[src/rtl/dmem_pkg.sv]
// Shared definitions for the data-memory arbiter: port identifiers, default
// address/data widths, starvation-counter width and its saturating increment.
package dmem_pkg;

    localparam int DMEM_AW = 14;
    localparam int DMEM_DW = 32;
    localparam int WAIT_W  = 8;

    localparam logic PORT_CPU  = 1'b0;
    localparam logic PORT_HOST = 1'b1;

    // Saturating increment for the host starvation counter (sticks at all-ones).
    function automatic logic [WAIT_W-1:0] wait_sat_inc(input logic [WAIT_W-1:0] v);
        logic [WAIT_W-1:0] res;
        if (v == {WAIT_W{1'b1}}) begin
            res = v;
        end else begin
            res = v + WAIT_W'(1);
        end
        return res;
    endfunction

endpackage : dmem_pkg

[src/rtl/dmem_arb_core.sv]
// Winner selection for the shared data RAM plus the last-grant and host
// starvation registers.
// Build option: define ARB_ROUND_ROBIN_EN to alternate winners on contention
// instead of fixed CPU priority with the HOST_MAX_WAIT starvation guard.
module dmem_arb_core
    import dmem_pkg::*;
#(
    parameter int HOST_MAX_WAIT = 8
)
(
    input  logic              clk,
    input  logic              nRst,
    input  logic              i_cpu_req,
    input  logic              i_host_req,
    output logic              o_cpu_win,
    output logic              o_host_win,
    output logic              o_last_gnt,
    output logic [WAIT_W-1:0] o_host_wait
);

`ifndef ARB_ROUND_ROBIN_EN
    localparam logic [WAIT_W-1:0] MAX_WAIT = WAIT_W'(HOST_MAX_WAIT);
`endif

    logic              r_last_gnt;
    logic [WAIT_W-1:0] r_wait;
    logic              w_cpu_win;
    logic              w_host_win;
    logic [WAIT_W-1:0] w_wait_nxt;

`ifdef ARB_ROUND_ROBIN_EN
    // Before the first grant after reset there is no "previous winner", so the
    // CPU takes the first contended slot and alternation starts from there.
    logic r_any_gnt;
`endif

    // Pick at most one winner from the current requests and arbitration state.
    always_comb begin
        w_cpu_win  = 1'b0;
        w_host_win = 1'b0;
        if (i_cpu_req && i_host_req) begin
`ifdef ARB_ROUND_ROBIN_EN
            if (r_any_gnt && (r_last_gnt == PORT_CPU)) begin
                w_host_win = 1'b1;
            end else begin
                w_cpu_win  = 1'b1;
            end
`else
            if (r_wait >= MAX_WAIT) begin
                w_host_win = 1'b1;
            end else begin
                w_cpu_win  = 1'b1;
            end
`endif
        end else if (i_cpu_req) begin
            w_cpu_win = 1'b1;
        end else if (i_host_req) begin
            w_host_win = 1'b1;
        end else begin
            w_cpu_win  = 1'b0;
            w_host_win = 1'b0;
        end
    end

    // Host starvation count: grows while the host asks and loses, else clears.
    always_comb begin
        w_wait_nxt = {WAIT_W{1'b0}};
        if (i_host_req && !w_host_win) begin
            w_wait_nxt = wait_sat_inc(r_wait);
        end else begin
            w_wait_nxt = {WAIT_W{1'b0}};
        end
    end

    // Arbitration state registers: starvation count and most recent winner.
    always_ff @(posedge clk or negedge nRst) begin
        if (!nRst) begin
            r_wait     <= {WAIT_W{1'b0}};
            r_last_gnt <= PORT_CPU;
        end else begin
            r_wait <= w_wait_nxt;
            if (w_cpu_win) begin
                r_last_gnt <= PORT_CPU;
            end else if (w_host_win) begin
                r_last_gnt <= PORT_HOST;
            end else begin
                r_last_gnt <= r_last_gnt;
            end
        end
    end

`ifdef ARB_ROUND_ROBIN_EN
    // Remember whether any grant has happened since reset.
    always_ff @(posedge clk or negedge nRst) begin
        if (!nRst) begin
            r_any_gnt <= 1'b0;
        end else begin
            r_any_gnt <= r_any_gnt | w_cpu_win | w_host_win;
        end
    end
`endif

    assign o_cpu_win   = w_cpu_win;
    assign o_host_win  = w_host_win;
    assign o_last_gnt  = r_last_gnt;
    assign o_host_wait = r_wait;

endmodule : dmem_arb_core

[src/rtl/dmem_arbiter.sv]
// Shares one single-port synchronous data RAM between the CPU data port and a
// host/loader port. One access per cycle, grant in the same cycle, read data
// returned one cycle later to the port that issued the read.
// Build option: ARB_ROUND_ROBIN_EN (see dmem_arb_core).
module dmem_arbiter
    import dmem_pkg::*;
#(
    parameter int AW            = DMEM_AW,
    parameter int DW            = DMEM_DW,
    parameter int HOST_MAX_WAIT = 8
)
(
    input  logic              clk,
    input  logic              nRst,
    input  logic              cpu_req,
    input  logic              cpu_we,
    input  logic [AW-1:0]     cpu_addr,
    input  logic [DW-1:0]     cpu_wdata,
    output logic              cpu_gnt,
    output logic [DW-1:0]     cpu_rdata,
    output logic              cpu_rvalid,
    input  logic              host_req,
    input  logic              host_we,
    input  logic [AW-1:0]     host_addr,
    input  logic [DW-1:0]     host_wdata,
    output logic              host_gnt,
    output logic [DW-1:0]     host_rdata,
    output logic              host_rvalid,
    output logic [AW-1:0]     mem_addr,
    output logic [DW-1:0]     mem_wdata,
    output logic              mem_wrEn,
    input  logic [DW-1:0]     mem_rdata,
    output logic [WAIT_W-1:0] host_wait
);

    logic              w_cpu_win;
    logic              w_host_win;
    logic              w_last_gnt;
    logic              w_cpu_gnt;
    logic              w_host_gnt;
    logic              w_sel_we;
    logic [AW-1:0]     w_sel_addr;
    logic [DW-1:0]     w_sel_wdata;
    logic              w_cpu_rvalid;
    logic              w_host_rvalid;
    logic [DW-1:0]     w_cpu_rdata;
    logic [DW-1:0]     w_host_rdata;
    logic [WAIT_W-1:0] w_host_wait;

    logic [AW-1:0]     r_mem_addr;
    logic [DW-1:0]     r_mem_wdata;
    logic              r_rd_pend;
    logic [DW-1:0]     r_cpu_rdata;
    logic [DW-1:0]     r_host_rdata;

    dmem_arb_core #(
        .HOST_MAX_WAIT (HOST_MAX_WAIT)
    ) u_core (
        .clk         (clk),
        .nRst        (nRst),
        .i_cpu_req   (cpu_req),
        .i_host_req  (host_req),
        .o_cpu_win   (w_cpu_win),
        .o_host_win  (w_host_win),
        .o_last_gnt  (w_last_gnt),
        .o_host_wait (w_host_wait)
    );

    // Grants are suppressed while reset is held so nothing reaches the RAM.
    assign w_cpu_gnt  = nRst & w_cpu_win;
    assign w_host_gnt = nRst & w_host_win;

    // Route the winner onto the RAM port; with no grant the address/data hold.
    always_comb begin
        w_sel_we    = 1'b0;
        w_sel_addr  = r_mem_addr;
        w_sel_wdata = r_mem_wdata;
        if (w_cpu_gnt) begin
            w_sel_we    = cpu_we;
            w_sel_addr  = cpu_addr;
            w_sel_wdata = cpu_wdata;
        end else if (w_host_gnt) begin
            w_sel_we    = host_we;
            w_sel_addr  = host_addr;
            w_sel_wdata = host_wdata;
        end else begin
            w_sel_we    = 1'b0;
            w_sel_addr  = r_mem_addr;
            w_sel_wdata = r_mem_wdata;
        end
    end

    // Remember the RAM address/data and whether a read is now in flight.
    always_ff @(posedge clk or negedge nRst) begin
        if (!nRst) begin
            r_mem_addr  <= {AW{1'b0}};
            r_mem_wdata <= {DW{1'b0}};
            r_rd_pend   <= 1'b0;
        end else begin
            r_mem_addr  <= w_sel_addr;
            r_mem_wdata <= w_sel_wdata;
            r_rd_pend   <= (w_cpu_gnt | w_host_gnt) & ~w_sel_we;
        end
    end

    // The read tag is the most recent winner: a pending read was issued by the
    // grant in the previous cycle, which is exactly what last_gnt records.
    assign w_cpu_rvalid  = r_rd_pend & (w_last_gnt == PORT_CPU);
    assign w_host_rvalid = r_rd_pend & (w_last_gnt == PORT_HOST);

    // Pass RAM data to the tagged port; the other port keeps its last data.
    always_comb begin
        w_cpu_rdata  = r_cpu_rdata;
        w_host_rdata = r_host_rdata;
        if (w_cpu_rvalid) begin
            w_cpu_rdata = mem_rdata;
        end else if (w_host_rvalid) begin
            w_host_rdata = mem_rdata;
        end else begin
            w_cpu_rdata  = r_cpu_rdata;
            w_host_rdata = r_host_rdata;
        end
    end

    // Hold the last returned read data per port between returns.
    always_ff @(posedge clk or negedge nRst) begin
        if (!nRst) begin
            r_cpu_rdata  <= {DW{1'b0}};
            r_host_rdata <= {DW{1'b0}};
        end else begin
            r_cpu_rdata  <= w_cpu_rdata;
            r_host_rdata <= w_host_rdata;
        end
    end

    assign cpu_gnt     = w_cpu_gnt;
    assign host_gnt    = w_host_gnt;
    assign mem_addr    = w_sel_addr;
    assign mem_wdata   = w_sel_wdata;
    assign mem_wrEn    = w_sel_we;
    assign cpu_rvalid  = w_cpu_rvalid;
    assign host_rvalid = w_host_rvalid;
    assign cpu_rdata   = w_cpu_rdata;
    assign host_rdata  = w_host_rdata;
    assign host_wait   = w_host_wait;

endmodule : dmem_arbiter

[config.mk]
export PLATFORM = sky130hd
export DESIGN_NAME = dmem_arbiter
export DESIGN_NICKNAME = d
export VERILOG_FILES = /design/src/rtl/dmem_pkg.sv /design/src/rtl/dmem_arb_core.sv /design/src/rtl/dmem_arbiter.sv
export SDC_FILE = /design/constraint.sdc
export NUM_CORES = 1
export LEC_CHECK = 0
export ABC_AREA = 1
export BUFFER_PORTS_ARGS = -buffer_cell sky130_fd_sc_hd__buf_2
export CORE_ASPECT_RATIO = 0.8
export CORE_MARGIN = 10
export CORE_UTILIZATION = 47
export CTS_CLUSTER_SIZE = 20
export DETAILED_ROUTE_END_ITERATION = 10
export HOLD_SLACK_MARGIN = 0.12
export PLACE_DENSITY = 0.81
export SLEW_MARGIN = 40
export SYNTH_ARGS = -nofsm -noshare
export SYNTH_HDL_FRONTEND = slang
export SYNTH_SLANG_ARGS = --single-unit
[constraint.sdc]
create_clock -name clk -period 2.2 [get_ports clk]
set_clock_uncertainty 0.2 [all_clocks]
set_input_delay 0.33 -clock clk [delete_from_list [all_inputs] [get_ports clk]]
set_output_delay 0.33 -clock clk [all_outputs]
set_load 0.02 [all_outputs]
## Word-level counts from Yosys, hierarchy flattened

Index checks and enable logic that the tools add are counted.

- Output and inout bits: 123
- Logic and storage cells: 43
- Register bits: 120
- Input port bits: 130

- Muxes and demuxes: 20
- Add/subtract/negate cells: 1
- Equality and inequality tests: 2
- Reduce and logical (&&, ||, !) cells: 4
- Magnitude comparators: 1
- Bitwise gates (word level): 8

Operators by type and width:

| operator | number |
|---|---|
| two-way mux 32 bit | 5 |
| two-way mux 14 bit | 2 |
| two-way mux 8 bit | 2 |
| two-way mux 1 bit | 11 |
| adder 8 x 1 -> 8 bit (second input constant) | 1 |
| equality test 8 bit (second input constant) | 1 |
| >= comparator 8 x 4 -> 1 bit (second input constant) | 1 |
| AND 1 bit | 5 |
| logical AND 1 bit | 2 |
| != test 2 bit (second input constant) | 1 |
| inverter 1 bit | 2 |
| nonzero test 2 bit | 1 |
| logical NOT 1 bit | 1 |
| bitwise OR 1 bit | 1 |

## Longest topological paths before layout

- Depth in word-level cells: 8
- Depth in mapped cells: 9
- Depth with buffers taken out: 7

## By module

From an unflattened synthesis, not the netlist that was laid out.

- Cell total of the unflattened synthesis: 692
- Area, all modules: 5461.5 um^2

By module, submodules not included:

| module | cells an instance | times used | seq. area each (um^2) | area an instance (um^2) |
|---|---|---|---|---|
| dmem_arbiter | 648 | 1 | 2777.7 | 5054.8 |
| dmem_arb_core | 44 | 1 | 225.2 | 406.6 |

## Least setup slack after synthesis

OpenSTA, ideal clock, no wires.

- Path kind: register to output
- Start: reg u_core.r_wait[4], in the netlist u_core.o_host_wait[4]
- End: out mem_wdata[25]
- Required time: 1.670 ns
- Path slack: 0.231 ns
- Cell stages (with the launch flop): 9
- Data arrival time: 1.439 ns
- Cell sequence: dfrtp_1 > nor2_2 > nand3_1 > nand2_1 > nand3_2 > clkbuf_8 > clkbuf_8 > nand3_1 > nand2_1

- Longest elaborated chain between the ends: 6

RTL lines:

| item | line | text |
|---|---|---|
| from (decl) | dmem_arb_core.sv:26 | `logic [WAIT_W-1:0] r_wait;` |
| from (signal assigned) | dmem_arb_core.sv:78 | `r_wait <= {WAIT_W{1'b0}};` |
| from (signal assigned) | dmem_arb_core.sv:81 | `r_wait <= w_wait_nxt;` |
| >= comparator 8 x 4 -> 1 bit (*) | dmem_arb_core.sv:49 | `if (r_wait >= MAX_WAIT) begin` |
| two-way mux 1 bit | dmem_arb_core.sv:49 |  |
| two-way mux 1 bit | dmem_arb_core.sv:41 | `if (i_cpu_req && i_host_req) begin` |
| AND 1 bit | dmem_arbiter.sv:71 | `assign w_host_gnt = nRst & w_host_win;` |
| two-way mux 32 bit | dmem_arbiter.sv:82 | `end else if (w_host_gnt) begin` |
| two-way mux 32 bit (*) | dmem_arbiter.sv:78 | `if (w_cpu_gnt) begin` |
| to (decl) | dmem_arbiter.sv:30 | `output logic [DW-1:0] mem_wdata,` |

Mark *: on every way between the ends. The rest lies on a longest branch, timed or not.

## Worst setup path in the final report

- Start: reg u_core.r_wait[5], in the netlist u_core.o_host_wait[5]
- End: out mem_addr[1]

- Longest elaborated chain between the ends: 6

RTL lines:

| item | line | text |
|---|---|---|
| >= comparator 8 x 4 -> 1 bit (*) | dmem_arb_core.sv:49 |  |
| two-way mux 1 bit | dmem_arb_core.sv:49 |  |
| two-way mux 1 bit | dmem_arb_core.sv:41 |  |
| AND 1 bit | dmem_arbiter.sv:71 |  |
| two-way mux 14 bit | dmem_arbiter.sv:82 |  |
| two-way mux 14 bit (*) | dmem_arbiter.sv:78 |  |
| to (decl) | dmem_arbiter.sv:29 | `output logic [AW-1:0] mem_addr,` |

Marked as above.

==> impl_results.md <==
* Post-synth EDFFs at 0
* Die Ht at 117 um
* Total power at 8.72 mW
* Reg clk slew, reported paths at 0.06 ns
* # H-tree levels at 4
* Core area at 11500 um2
* Synth Cell Area at 5480 um2
* Mean Syn Cell Area at a little over 8 um2
* Crit path max-delay family: simple AND/OR/NAND/NOR gates
* Post-synth cell types at 22
* GRT Util Overall at 0.283
* Port bufs at around 250
* Worst setup EP type: output pin
* Area leader, netlist: dfrtp_1
* Max-cap check violation count at 0
* Crit path buf inv count at 3
* TritonCTS Buffers at 17
* IO Count at around 250
* Complex-gate fraction of the synthesized area at 0.0602
* RSZ-0062 raised after global routing: yes
* Crit path kind: reg -> out
* Critical path arrival at 2.07 ns
* Drt wl/cell at between 20 and 25 um
* Hold Path Cell Cnt at 5
* Clk buf depth at 2
* Hold Path End: r_mem_wdata[18]$_DFF_PN0_
* Layout Nets at 1208
* Die Width at 141 um
* Simple-gate area share of the yosys netlist at 0.244
* Final count of pins violating max slew at 0
* Largest net degree at the start of global routing at 66
* Layout area overhead at 81.4%
* Slowest CP cell: dfrtp_1
* Fmax at slightly below 0.4 GHz
* Yosys top cell area share at 0.548
* Cell-by-cell trace of the critical path: nor2_4 > buf_4 > nand4_4 > buf_12 > nand3_1 > nand3_2 > nand2_1 > buf_6
* Vias in the first global route at approximately 6900
* Vias per cell at 5.48
* PnR worst setup slack at -0.401 ns
* Main combinational cell family by area after synthesis: simple AND/OR/NAND/NOR gates
* Die ar. at approximately 16000 um2
* First-pass DRT Iterations at 5
* Worst r2r src: u_core.o_host_wait[5]$_DFFE_PN0P_
* CP max FO at 50
* Worst min-delay path startpoint: host_wdata[18]
* Reg-to-reg endpoint: r_mem_addr[1]$_DFF_PN0_
* Post-synthesis adder-cell area fraction at 0.00456
* Antenna Nets Post-Route at 0
* Fin crit period at 2.60 ns
* Global route overflow at 0
* Initial Util at 0.478
* Hold Fails Final Rpt at 0
* Placed instance area at 6840 um2
* Drt total wl at 27.6 mm
* R2R setup slack at -0.18 ns
* Rel. slew slack at 0.413
* Share of layout cells above drive strength 1 at 0.381
* Worst stage delay on the critical path at 0.40 ns
* Pwr dens at around 880 nW/um2
* R2R depth at 9
* Gpl congestion at 0.832
* Largest cells by area after synthesis: dfrtp_1 55%, nand2_1 14%, inv_1 9.1%, nand3_1 8.6%, o21ai_0 5.9%
* Clk sinks at between 100 and 150
* Worst Hold Class: in -> reg
* Row count at 35
* Skew-Pair Late Insertion Delay at 0.40 ns
* Root buffer cell: clkbuf_16
* Failing checks: setup timing
* HPWL Detailed at 12.3 mm
* Crit share post-route at 1.18
* FF+latch count, synth at 120
* Status: finished, violations left
* Synth Instances at 679
* First-pass GRT wire length at 36.7 mm
* Initial DRC count at roughly 760
* Element type at the critical path start: flop
* Sequential-to-total area share from yosys stat at 0.548
* Worst Path Required at around 1.7 ns
* Yosys Warn Count at 0
* Worst vdd rail ir drop at between 600 and 700 uV
* Worst-Margin Slew at around 0.88 ns
* Final instance area at 9940 um2
* Final setup violation count at between 80 and 90
* DRC Markers at 0
* Initial antenna violation count at 2
* Ys flop type: dfrtp_1
* Asr flop ratio synth at 1.00
* Vias after detailed routing at 6798
* CTS tree: yes
* XOR/XNOR share of the synthesized area at 0.00160
* Mux contribution to synthesized area at 0
* Leakage power at 5.57 nW
## placed cells by master, fill, tap and decap left out, types with 2 or more instances in the layout
cell type,Yosys,layout
o21ai_1,0,27
diode_2,0,3
buf_16,0,5
dfrtp_1,120,120
inv_1,133,132
o21ai_2,0,22
nor2_1,6,6
nand3_2,2,19
clkinv_4,0,4
buf_6,9,48
dlygate4sd3_1,0,117
conb_1,1,4
inv_6,0,7
nand3_1,94,76
nor2_4,0,2
buf_2,7,159
buf_12,0,10
nand2_1,209,159
nand2_4,0,5
o21ai_0,65,16
inv_2,2,2
bufinv_16,0,3
dlymetal6s4s_1,0,12
nand2_2,0,45
ha_1,2,2
clkbuf_16,0,22
buf_4,1,57
## per-layer routing
layer | wire, um | GRT usage
met5 | 0 | 0
met2 | 13600 | 0.488
met3 | 3170 | 0.102
met1 | 9320 | 0.303
met4 | 1530 | 0.149
## metrics by stage
stage / std cells / util / worst slack, ns / hold WS (ns) / TNS (ns)
after floorplan: 682 / - / 0.231 / -0.166 / 0
after detailed placement: 1054 / 0.596 / 0.0608 / 0.179 / 0
after CTS: 1228 / 0.809 / -0.242 / 0.125 / -9.42
after global routing: 1239 / 0.866 / -0.505 / 0.196 / -22.45
final: 1240 / 0.867 / -0.401 / 0.194 / -12.81
after global placement: 1054 / 0.596 / 0.0630 / 0.178 / 0
## where the power goes
part	internal (mW)	switching, mW
combinational	1.29	1.76
clock	1.81	1.10
sequential	2.62	0.147
## worst register-to-register path: cells and delay by family (launching register included)
kind | cells | cell delay, ns
AND/OR/NAND/NOR | 6 | 0.77
flip-flops | 1 | 0.40
buffers and inverters | 3 | 0.88
## cell families (layout without fill, tap and decap cells)
| family | after synthesis | after routing |
|---|---|---|
| other | 1 | 7 |
| AOI/OAI and AO/OA | 66 | 66 |
| adders and majority gates | 2 | 2 |
| and+or+nand+nor | 315 | 315 |
| buffers and inverters | 174 | 581 |
| DFF | 120 | 120 |
| xor gates and xnor gates | 1 | 1 |
## layout make-up
| cell class | instances | area [um2] |
|---|---|---|
| antenna | 3 | 7.51 |
| multi-input combinational | 388 | 2060 |
| tap | 148 | 185 |
| sequential | 120 | 3000 |
| clock buffer | 17 | 425 |
| clock inverter | 15 | 190 |
| timing repair buffer | 414 | 3560 |
| inverter | 135 | 512 |
| fill | 536 | 1530 |
## timing repair
action / CTS / global route
resized for setup: 120 / 192
cloned: 5 / 6
buffers inserted: 9 / 2
hold endpoints to repair: 179 / 19
hold buffers: 128 / 1
endpoints found under the setup margin: 80 / 194
pin swaps: 4 / 7
## cells in the mapped netlist (2+ instances only)
cell / n
nand2_1: 209
buf_1: 2
nor2_1: 6
o21ai_0: 65
nand3_2: 2
clkbuf_8: 3
clkbuf_1: 16
dfrtp_1: 120
nand3_1: 94
ha_1: 2
buf_2: 7
inv_2: 2
inv_1: 133
buf_6: 9
nor2_2: 2
## sequential cells by signal, indices dropped and copies added (netlist names)
signal              flops
r_cpu_rdata            32
r_host_rdata           32
r_mem_addr             14
r_mem_wdata            32
r_rd_pend               1
u_core.o_host_wait      8
u_core.o_last_gnt       1
## how the worst max path moves through the flow
stage	start	endpoint	slack, ns	depth (start not counted)
5_1_grt	u_core.o_host_wait[5]$_DFFE_PN0P_	mem_addr[1]	-0.50	8
6_report	u_core.o_host_wait[5]$_DFFE_PN0P_	mem_addr[1]	-0.40	8
4_1_cts	u_core.o_host_wait[5]$_DFFE_PN0P_	mem_wdata[1]	-0.24	8
3_5_place_dp	cpu_req	mem_addr[2]	0.06	9
3_3_place_gp	cpu_req	mem_addr[7]	0.06	9
2_1_floorplan	u_core.o_host_wait[4]$_DFFE_PN0P_	mem_wdata[25]	0.23	8
(Power assumes the default switching activity.)
